<file path="src/rtl/serial_even_parity_checker_sat_counter.sv">
// Saturating up-counter with synchronous clear; clear has priority over increment.
module sat_counter #(
    parameter int unsigned WIDTH = 8
) (
    input  logic             clk,
    input  logic             rst_n,
    input  logic             inc,
    input  logic             clr,
    output logic [WIDTH-1:0] count
);

    always_ff @(posedge clk or negedge rst_n) begin
        if (!rst_n) begin
            count <= '0;
        end else if (clr) begin
            count <= '0;
        end else if (inc && (count != '1)) begin
            count <= count + WIDTH'(1);
        end
    end

endmodule

</file>
<file path="config.mk">
export PLATFORM = sky130hd
export DESIGN_NAME = sat_counter
export DESIGN_NICKNAME = d
export VERILOG_FILES = /design/src/rtl/serial_even_parity_checker_sat_counter.sv
export SDC_FILE = /design/constraint.sdc
export NUM_CORES = 1
export LEC_CHECK = 0
export CAP_MARGIN = 30
export CORE_AREA = 2 2 39 41
export DETAILED_ROUTE_END_ITERATION = 8
export DIE_AREA = 0 0 41 43
export PLACE_DENSITY = 0.67
export SLEW_MARGIN = 10
export SYNTH_ARGS = -nofsm -noshare
export SYNTH_HDL_FRONTEND = slang
export SYNTH_SLANG_ARGS = --single-unit
</file>
<file path="constraint.sdc">
create_clock -name clk -period 4.8 [get_ports clk]
set_clock_uncertainty 0.15 [all_clocks]
set_input_delay 0.96 -clock clk [delete_from_list [all_inputs] [get_ports clk]]
set_output_delay 0.96 -clock clk [all_outputs]
set_load 0.01 [all_outputs]
</file>
==> impl_metrics.env, run 1 <==
export IMPL_status="completed"
export IMPL_cts_sinks=8
export IMPL_place_congestion=0.6838
export IMPL_clk_path_buf_depth=2
export IMPL_n_antenna_cell=0
export IMPL_grtUsageTotal=0.1446
export IMPL_period_share=0.5012
export IMPL_startpoint="count[2]"
export IMPL_synthDistinctLibCells=28
export IMPL_cts_clk_slew_worst_paths_ps=50
export IMPL_worst_setup_path_end_kind="primary output"
export IMPL_grt_setup_unrepaired="false"
export IMPL_largest_reg_flops=8
export IMPL_cp_num_buf_inv=1
export IMPL_tightestPinTransition_ps=352.1
export IMPL_cp_top_family="buffers and inverters"
export IMPL_seqPwrFrac=0.509
export IMPL_placedInstanceArea_um2=585.6
export IMPL_maxCapViolCount=0
export IMPL_io_buffers=11
export IMPL_path_cells="clkdlybuf4s50_1"
export IMPL_synth_seq_area_share=0.4313
export IMPL_nets=68
export IMPL_arrival_ps=1300
export IMPL_total_leakage_power_nw=0.2385
export IMPL_cts_hold_buf=0
export IMPL_critPathMaxFanout=7
export IMPL_yosysWarnings=0
export IMPL_critical_path_endpoint="count[2]"
export IMPL_ys_seq_elements=8
export IMPL_vias_per_cell=5.364
export IMPL_layout_setup_ws_ps=2394
export IMPL_worstReg2RegEnd="count[0]"
export IMPL_cts_tree="done"
export IMPL_drcViolationCount=0
export IMPL_avgRoutedWirePerCell_um=13.17
export IMPL_finalSetupViolations=0
export IMPL_power_frac_comb=0.110
export IMPL_drt_iter0_markers=6
export IMPL_powerDensity_nw_per_um2=231.7
export IMPL_hold_viol_final=0
export IMPL_synth_nets=54
export IMPL_clk_latency_ps=260
export IMPL_io_pins=12
export IMPL_grt_pass1_wl_um=1621
export IMPL_totalWireLength_um=1014
export IMPL_slowest_delay_ps=580
export IMPL_postCtsSetupRepairBufs=0
export IMPL_p_int_mw=0.1060
export IMPL_die_x_um=41
export IMPL_synth_area_um2=464.2
export IMPL_ant_nets=0
export IMPL_grt_pass1_vias=361
export IMPL_die_area_um2=1763
export IMPL_cts_resized=0
export IMPL_p_sw_mw=0.03491
export IMPL_place_hpwl_um=730.9
export IMPL_crit_required_ps=3690
export IMPL_largest_register="count"
export IMPL_area_growth_syn_to_layout_pct=31.00
export IMPL_core_um2=1384
export IMPL_switching_share=0.2478
export IMPL_fillers=130
export IMPL_numCtsBuffers=3
export IMPL_synth_edf_count=0
export IMPL_holdCritPathClass="reg2reg"
export IMPL_criticalPathCategory="reg2out"
export IMPL_grt_max_degree=12
export IMPL_antenna_found_initial=0
export IMPL_final_cell_mix="11 x clkdlybuf4s50_1, 8 x dfrtp_1, 4 x nor3_1"
export IMPL_ff2ff_path_depth=4
export IMPL_regArea_um2=200.2
export IMPL_synthArstFlopShare=1.000
export IMPL_layout_commonest_cell="clkdlybuf4s50_1"
export IMPL_critPathLaunchType="register"
export IMPL_top_regs="count: 8 flops"
export IMPL_route_vias_total=413
export IMPL_ys_flop_type="dfrtp_1"
export IMPL_synth_cells=49
export IMPL_peakVddDrop_mv=0.09208
export IMPL_place_ws_ps=2229
export IMPL_fmax_mhz=415.7
export IMPL_num_rows=14
export IMPL_multi_input_area_um2=247.7
export IMPL_syn_area_per_cell_um2=9.473
export IMPL_r2r_start="count[0]"
export IMPL_cpMaxStageDelayCell="clkdlybuf4s50_1"
export IMPL_final_area_um2=608.1
export IMPL_die_h_um=43
export IMPL_htree_levels=1
export IMPL_maxSlewHeadroom=0.7592
export IMPL_drt_first_pass_iters=4
export IMPL_drive_above_1_share=0.1148
export IMPL_clockPowerShare=0.381
export IMPL_clockRootBuffer="clkbuf_4"
export IMPL_cp_num_cells=1
export IMPL_slew_violations=0
export IMPL_overflow=0
export IMPL_reg2reg_slack_ps=2930
export IMPL_tns_ps=0
export IMPL_start_util=0.3354
export IMPL_fin_crit_ps=2406
[synth_stat cells, types with 2 or more instances]
library cell / count / share of area
dfrtp_1: 8 / 0.43
nor3_1: 4 / 0.043
a21oi_1: 3 / 0.032
nand2b_1: 3 / 0.040
nor2b_1: 3 / 0.040
inv_1: 2 / 0.016
mux2_2: 2 / 0.049
nand2_1: 2 / 0.016
nand3_1: 2 / 0.022
nor2_1: 2 / 0.016
[how the worst min path moves through the flow]
stage	slack [ps]	startpoint	cells past startpoint	to
after CTS	450	count[7]	2	count[7]
after global placement	420	count[7]	2	count[7]
after floorplan	440	count[7]	2	count[7]
final	440	count[7]	2	count[7]
after detailed placement	440	count[7]	2	count[7]
after global routing	480	count[7]	2	count[7]
[power by group through the flow]
| stage | Combinational, mW | Sequential (mW) | Clock, mW |
|---|---|---|---|
| detailed placement | 0.0157 | 0.0727 | 0 |
| global placement | 0.0154 | 0.0727 | 0 |
| global route | 0.0170 | 0.0717 | 0.0598 |
| floorplan | 0.00688 | 0.0731 | 0 |
| finish | 0.0155 | 0.0717 | 0.0537 |
| CTS | 0.0158 | 0.0716 | 0.0568 |
[per-stage QoR]
stage            util  power [mW]  std cells  hold WS [ps]
2_1_floorplan       -     0.07995         49         437.3
3_3_place_gp   0.4231     0.08810         74         424.9
3_5_place_dp   0.4231     0.08841         74         444.2
4_1_cts        0.4394      0.1442         77         451.8
5_1_grt        0.4394      0.1486         77         482.8
6_report       0.4394      0.1409         77         442.8
[layer usage]
layer / wire [um] / global-route usage / vias to the layer above / part of all wire
met5: 0 / 0 / - / 0
met4: 41 / 0.1200 / 0 / 0.040
li1: - / - / 204 / -
met2: 455 / 0.1875 / 11 / 0.45
met3: 41 / 0.03141 / 5 / 0.040
met1: 476 / 0.1941 / 193 / 0.47
[cell families after synthesis]
| kind of cell | synth area share |
|---|---|
| multiplexers | 0.07008 |
| flip-flops | 0.4313 |
| buffers and inverters | 0.03503 |
| AO/OA/AOI/OAI | 0.1267 |
| adder cells (fa/ha/maj) | 0.02695 |
| AND/OR/NAND/NOR | 0.3100 |
[final cells by class]
class / count / area share
Tap cell: 16 / 0.03292
Inverter: 2 / 0.01235
Timing Repair Buffer: 11 / 0.1811
Sequential cell: 8 / 0.3292
Clock buffer: 3 / 0.03704
Multi-Input combinational cell: 37 / 0.4074
No activity file was read; power rests on OpenSTA's default activity.
==> run 2, diff against run 1 <==
--- a/config.mk
+++ b/config.mk
@@ -9,7 +9,7 @@
 export CORE_AREA = 2 2 39 41
 export DETAILED_ROUTE_END_ITERATION = 8
 export DIE_AREA = 0 0 41 43
-export PLACE_DENSITY = 0.67
+export PLACE_DENSITY = 0.7
 export SLEW_MARGIN = 10
 export SYNTH_ARGS = -nofsm -noshare
 export SYNTH_HDL_FRONTEND = slang
==> constraint.sdc (replaced) <==
create_clock -name clk -period 2 [get_ports clk]
set_clock_uncertainty 0.15 [all_clocks]
set_input_delay 0.4 -clock clk [delete_from_list [all_inputs] [get_ports clk]]
set_output_delay 0.4 -clock clk [all_outputs]
set_load 0.01 [all_outputs]
==> impl_metrics.env, run 2 (synthesis gave the netlist of run 1 again) <==
export IMPL_holdCritPathClass="in2async"
export IMPL_n_antenna_cell=0
export IMPL_tightestPinTransition_ps=375.2
export IMPL_drt_first_pass_iters=4
export IMPL_place_congestion=0.7311
export IMPL_period_share=0.9228
export IMPL_fin_crit_ps=1846
export IMPL_clk_path_buf_depth=2
export IMPL_antenna_found_initial=0
export IMPL_vias_per_cell=5.575
export IMPL_layout_commonest_cell="clkdlybuf4s50_1"
export IMPL_hold_viol_final=0
export IMPL_start_util=0.3354
export IMPL_powerDensity_nw_per_um2=541.1
export IMPL_clockRootBuffer="clkbuf_4"
export IMPL_crit_required_ps=1450
export IMPL_slowest_delay_ps=580
export IMPL_slew_violations=0
export IMPL_numCtsBuffers=3
export IMPL_largest_register="count"
export IMPL_route_vias_total=446
export IMPL_die_h_um=43
export IMPL_final_area_um2=630.6
export IMPL_cp_num_buf_inv=1
export IMPL_final_cell_mix="11 x clkdlybuf4s50_1, 8 x dfrtp_1, 4 x nor3_1"
export IMPL_worst_setup_path_end_kind="primary output"
export IMPL_finalSetupViolations=0
export IMPL_avgRoutedWirePerCell_um=13.63
export IMPL_die_area_um2=1763
export IMPL_area_growth_syn_to_layout_pct=35.85
export IMPL_postCtsSetupRepairBufs=0
export IMPL_io_pins=12
export IMPL_largest_reg_flops=8
export IMPL_critPathMaxFanout=7
export IMPL_maxCapViolCount=0
export IMPL_cpMaxStageDelayCell="clkdlybuf4s50_1"
export IMPL_drive_above_1_share=0.1563
export IMPL_grt_setup_unrepaired="false"
export IMPL_peakVddDrop_mv=0.1874
export IMPL_die_x_um=41
export IMPL_dp_cells=77
export IMPL_grt_pass1_vias=420
export IMPL_core_um2=1384
export IMPL_critPathLaunchType="register"
export IMPL_grt_pass1_wl_um=1876
export IMPL_arrival_ps=1300
export IMPL_drcViolationCount=0
export IMPL_top_regs="count: 8 flops"
export IMPL_num_rows=14
export IMPL_overflow=0
export IMPL_tns_ps=0
export IMPL_nets=71
export IMPL_fmax_mhz=541.8
export IMPL_cts_sinks=8
export IMPL_cts_hold_buf=0
export IMPL_ant_nets=0
export IMPL_cp_top_family="buffers and inverters"
export IMPL_fin_cells=80
export IMPL_fillers=137
export IMPL_io_buffers=11
export IMPL_grt_max_degree=12
export IMPL_totalWireLength_um=1090
export IMPL_htree_levels=1
export IMPL_drt_iter0_markers=16
export IMPL_cts_tree="done"
export IMPL_cts_clk_slew_worst_paths_ps=60
export IMPL_total_leakage_power_nw=0.2539
export IMPL_placedInstanceArea_um2=608.1
export IMPL_grtUsageTotal=0.1657
export IMPL_criticalPathCategory="reg2out"
export IMPL_maxSlewHeadroom=0.7434
export IMPL_path_cells="clkdlybuf4s50_1"
export IMPL_clk_latency_ps=260
export IMPL_cts_resized=0
export IMPL_place_hpwl_um=811
export IMPL_status="completed"
## run 2: routing by layer
metal / routed length [um] / track usage / up-vias
li1: - / - / 214
met1: 510 / 0.2164 / 216
met2: 502 / 0.2219 / 12
met3: 42 / 0.03141 / 4
met4: 34 / 0.1400 / 0
met5: 0 / 0 / -
## run 2: stage by stage
step | setup slack, ps | util | total power [mW] | hold slack (ps)
finish | 154.4 | 0.4557 | 0.3412 | 276.0
global route | 107.5 | 0.4557 | 0.3640 | 296.8
CTS | 153.2 | 0.4557 | 0.3481 | 281.5
detailed placement | 114.1 | 0.4394 | 0.2179 | 427.3
global placement | 141.6 | 0.4394 | 0.2164 | 416.1
floorplan | 215.9 | - | 0.1919 | -45.59
## run 2: report_power, final
part	switching, mW	internal (mW)
clock network	0.0577	0.0689
logic	0.0213	0.0237
registers	0.00387	0.166
## run 2: worst paths after layout
| path | start | slack [ps] | cells past startpoint | to |
|---|---|---|---|---|
| worst min register to register | count[7] | 430 | 2 | count[7] |
| worst max register to register | count[1] | 250 | 4 | count[0] |
| min in group clk | count[7] | 430 | 2 | count[7] |
| worst max-delay path | count[2] | 150 | 1 | count[2] |
| max in group asynchronous | rst_n | 1150 | 1 | count[1] |
| worst min-delay path | rst_n | 280 | 1 | count[2] |
## run 2: area by class of cell
cell class | count | area (um^2) | share of cell area
multi-input cells | 37 | 247.7 | 0.3929
well taps | 16 | 20.02 | 0.03175
flip-flops and latches | 8 | 200.2 | 0.3175
clock buffers | 3 | 22.52 | 0.03571
repair buffers | 14 | 132.6 | 0.2103
inverters | 2 | 7.507 | 0.01190
==> RTL change, RTL diff (settings of run 2) <==
`WIDTH`: 8 -> 10.
--- a/src/rtl/serial_even_parity_checker_sat_counter.sv
+++ b/src/rtl/serial_even_parity_checker_sat_counter.sv
@@ -1,6 +1,6 @@
 // Saturating up-counter with synchronous clear; clear has priority over increment.
 module sat_counter #(
-    parameter int unsigned WIDTH = 8
+    parameter int unsigned WIDTH = 10
 ) (
     input  logic             clk,
     input  logic             rst_n,
Ports: changed (resized count); port bits go from 12 to 14. The function was not compared with the original's and may differ.
==> RTL change against run 2 <==
Synthesized area grew 16%; total power rose by 12%; sequential share of layout area rose by 2.3 points; worst setup slack got worse by 0.051 ns; sequential cell count is 2 higher; cell area is 17% higher; routed wire length up 2.4%; critical endpoint is now count[3]; first-iteration DRC count decreased by 44%; combinational power is 19% lower.
==> RTL change: results (changes against run 2) <==
* Critical Path AT at 1.35 ns (+0.05 ns)
* End point of the critical path: count[3]
* Layout inverter count without the clock tree at 1 (-1)
* Net switching power of the design at 0.0000867 W (+4.7%)
* Count of sequential standard cells at 10 (+2)
* Routed len/inst at 12.4 um (-9.0%)
* Filler Cell Count at 127 (-7.3%)
* Pin count of the biggest net entering global routing at 11 (-1)
* Cell variety after synth at 25 (-11%)
* Startpoint of the worst-slack reg-to-reg timing path: count[0]$_DFFE_PN0P_
* Share of the yosys chip area belonging to registers at 0.466 (+0.0349)
* FF-to-FF End: count[1]$_DFFE_PN0P_
* Count of TritonRoute iterations in the first routing pass at 3 (-1)
* Seq. pwr at 0.000211 W (+24%)
* Total power draw at 0.000382 W (+12%)
* Power share of the clock group at 0.352 (-0.019)
* Cell area after placement at 713 um^2 (+17%)
* Proportion of final cell area spent on non-clock buffers at 0.218 (+0.00737)
* R2R cell count at 5 (+1)
* Most common library cells after synthesis: 10 x sky130_fd_sc_hd__dfrtp_1, 5 x sky130_fd_sc_hd__a21oi_1, 5 x sky130_fd_sc_hd__nand2_1, 5 x sky130_fd_sc_hd__nand3_1, 5 x sky130_fd_sc_hd__nor2_1
* Number of cells in the design after placement at 87 (+13%)
* Biggest regs: count: 10 flops
* Actual slew at the worst max-slew pin at 0.462 ns (+0.0866 ns)
* Nets@finish at 81 (+14%)
* Worst setup path start: count[3]$_DFFE_PN0P_
* Post-route minimum period at 1.90 ns (+0.0507 ns)
* Layout cells sized above 1 at 0.135 (-0.0211)
* Non-clk bufs at 17 (+3)
* Detailed-route vias per instance at 5.63 (+1.0%)
* HPWL reported at the end of detailed placement at 833 um (+2.7%)
* Number of global-route vias before repair at 483 (+15%)
* Result of the run: finished clean
* Layout multi-input combinational cell count at 43 (+16%)
* GRT Overall Usage at 0.179 (+0.0135)
* Seq area share at 0.340 (+0.0227)
* Syn Nets at 60 (+11%)
* Worst slack, placed at -0.127 ns (-0.241 ns)
* Share of final layout cell area taken by clock buffers and inverters at 0.0306 (-0.00510)
* Slack of the worst reg-to-reg path at 0.22 ns (-0.03 ns)
* Drt first-iter violations at 9 (-7)
* Global-route wire length before repair at 2.08 mm (+11%)
* Non-filler cells in the finished layout at 90 (+13%)
==> RTL change: changes by cell type after synthesis, sizes merged, moves of 2 or more <==
cell	run 2	this run
nor2	2	5
nand2b	3	1
nor2b	3	1
nand2	2	5
dfrtp	8	10
or4	0	2
mux2	2	0
o31ai	0	2
a21oi	3	5
nand3	3	6
==> RTL change: worst reg2reg max path, delay by kind of cell, from the launching register on <==
family          cells  cell delay, ns
fa+ha+maj           1            0.26
mux                 1            0.24
simple gates        2            0.17
flops               1            0.39
compound gates      1            0.45
==> RTL change: metal layers <==
metal  vias to the layer above  part of all wire  GRT usage
li1                        246                 -          -
met1                       247              0.46      0.231
met2                        12              0.47      0.247
met3                         2             0.062     0.0995
met4                         0            0.0099     0.0600
met5                         -                 0          0
==> RTL change: worst min-delay path by stage <==
stage / start / end / cells past startpoint
floorplan: rst_n / count[0]$_DFFE_PN0P_ / 0
detailed placement: count[1]$_DFFE_PN0P_ / count[1]$_DFFE_PN0P_ / 2
global route: rst_n / count[2]$_DFFE_PN0P_ / 1
finish: rst_n / count[2]$_DFFE_PN0P_ / 1
CTS: rst_n / count[2]$_DFFE_PN0P_ / 1
global placement: count[9]$_DFFE_PN0P_ / count[9]$_DFFE_PN0P_ / 2
==> RTL change: cell families (layout without fill, tap and decap cells) <==
logic type                 after synthesis  count (layout)  share of synthesized area
DFF                                     10              10                      0.466
buffers and inverters                    2              21                     0.0140
adders and majority gates                1               1                     0.0233
xor gates and xnor gates                 1               1                     0.0163
and+or+nand+nor                         26              26                      0.277
AOI/OAI and AO/OA                       13              13                      0.166
muxes                                    2               2                     0.0373
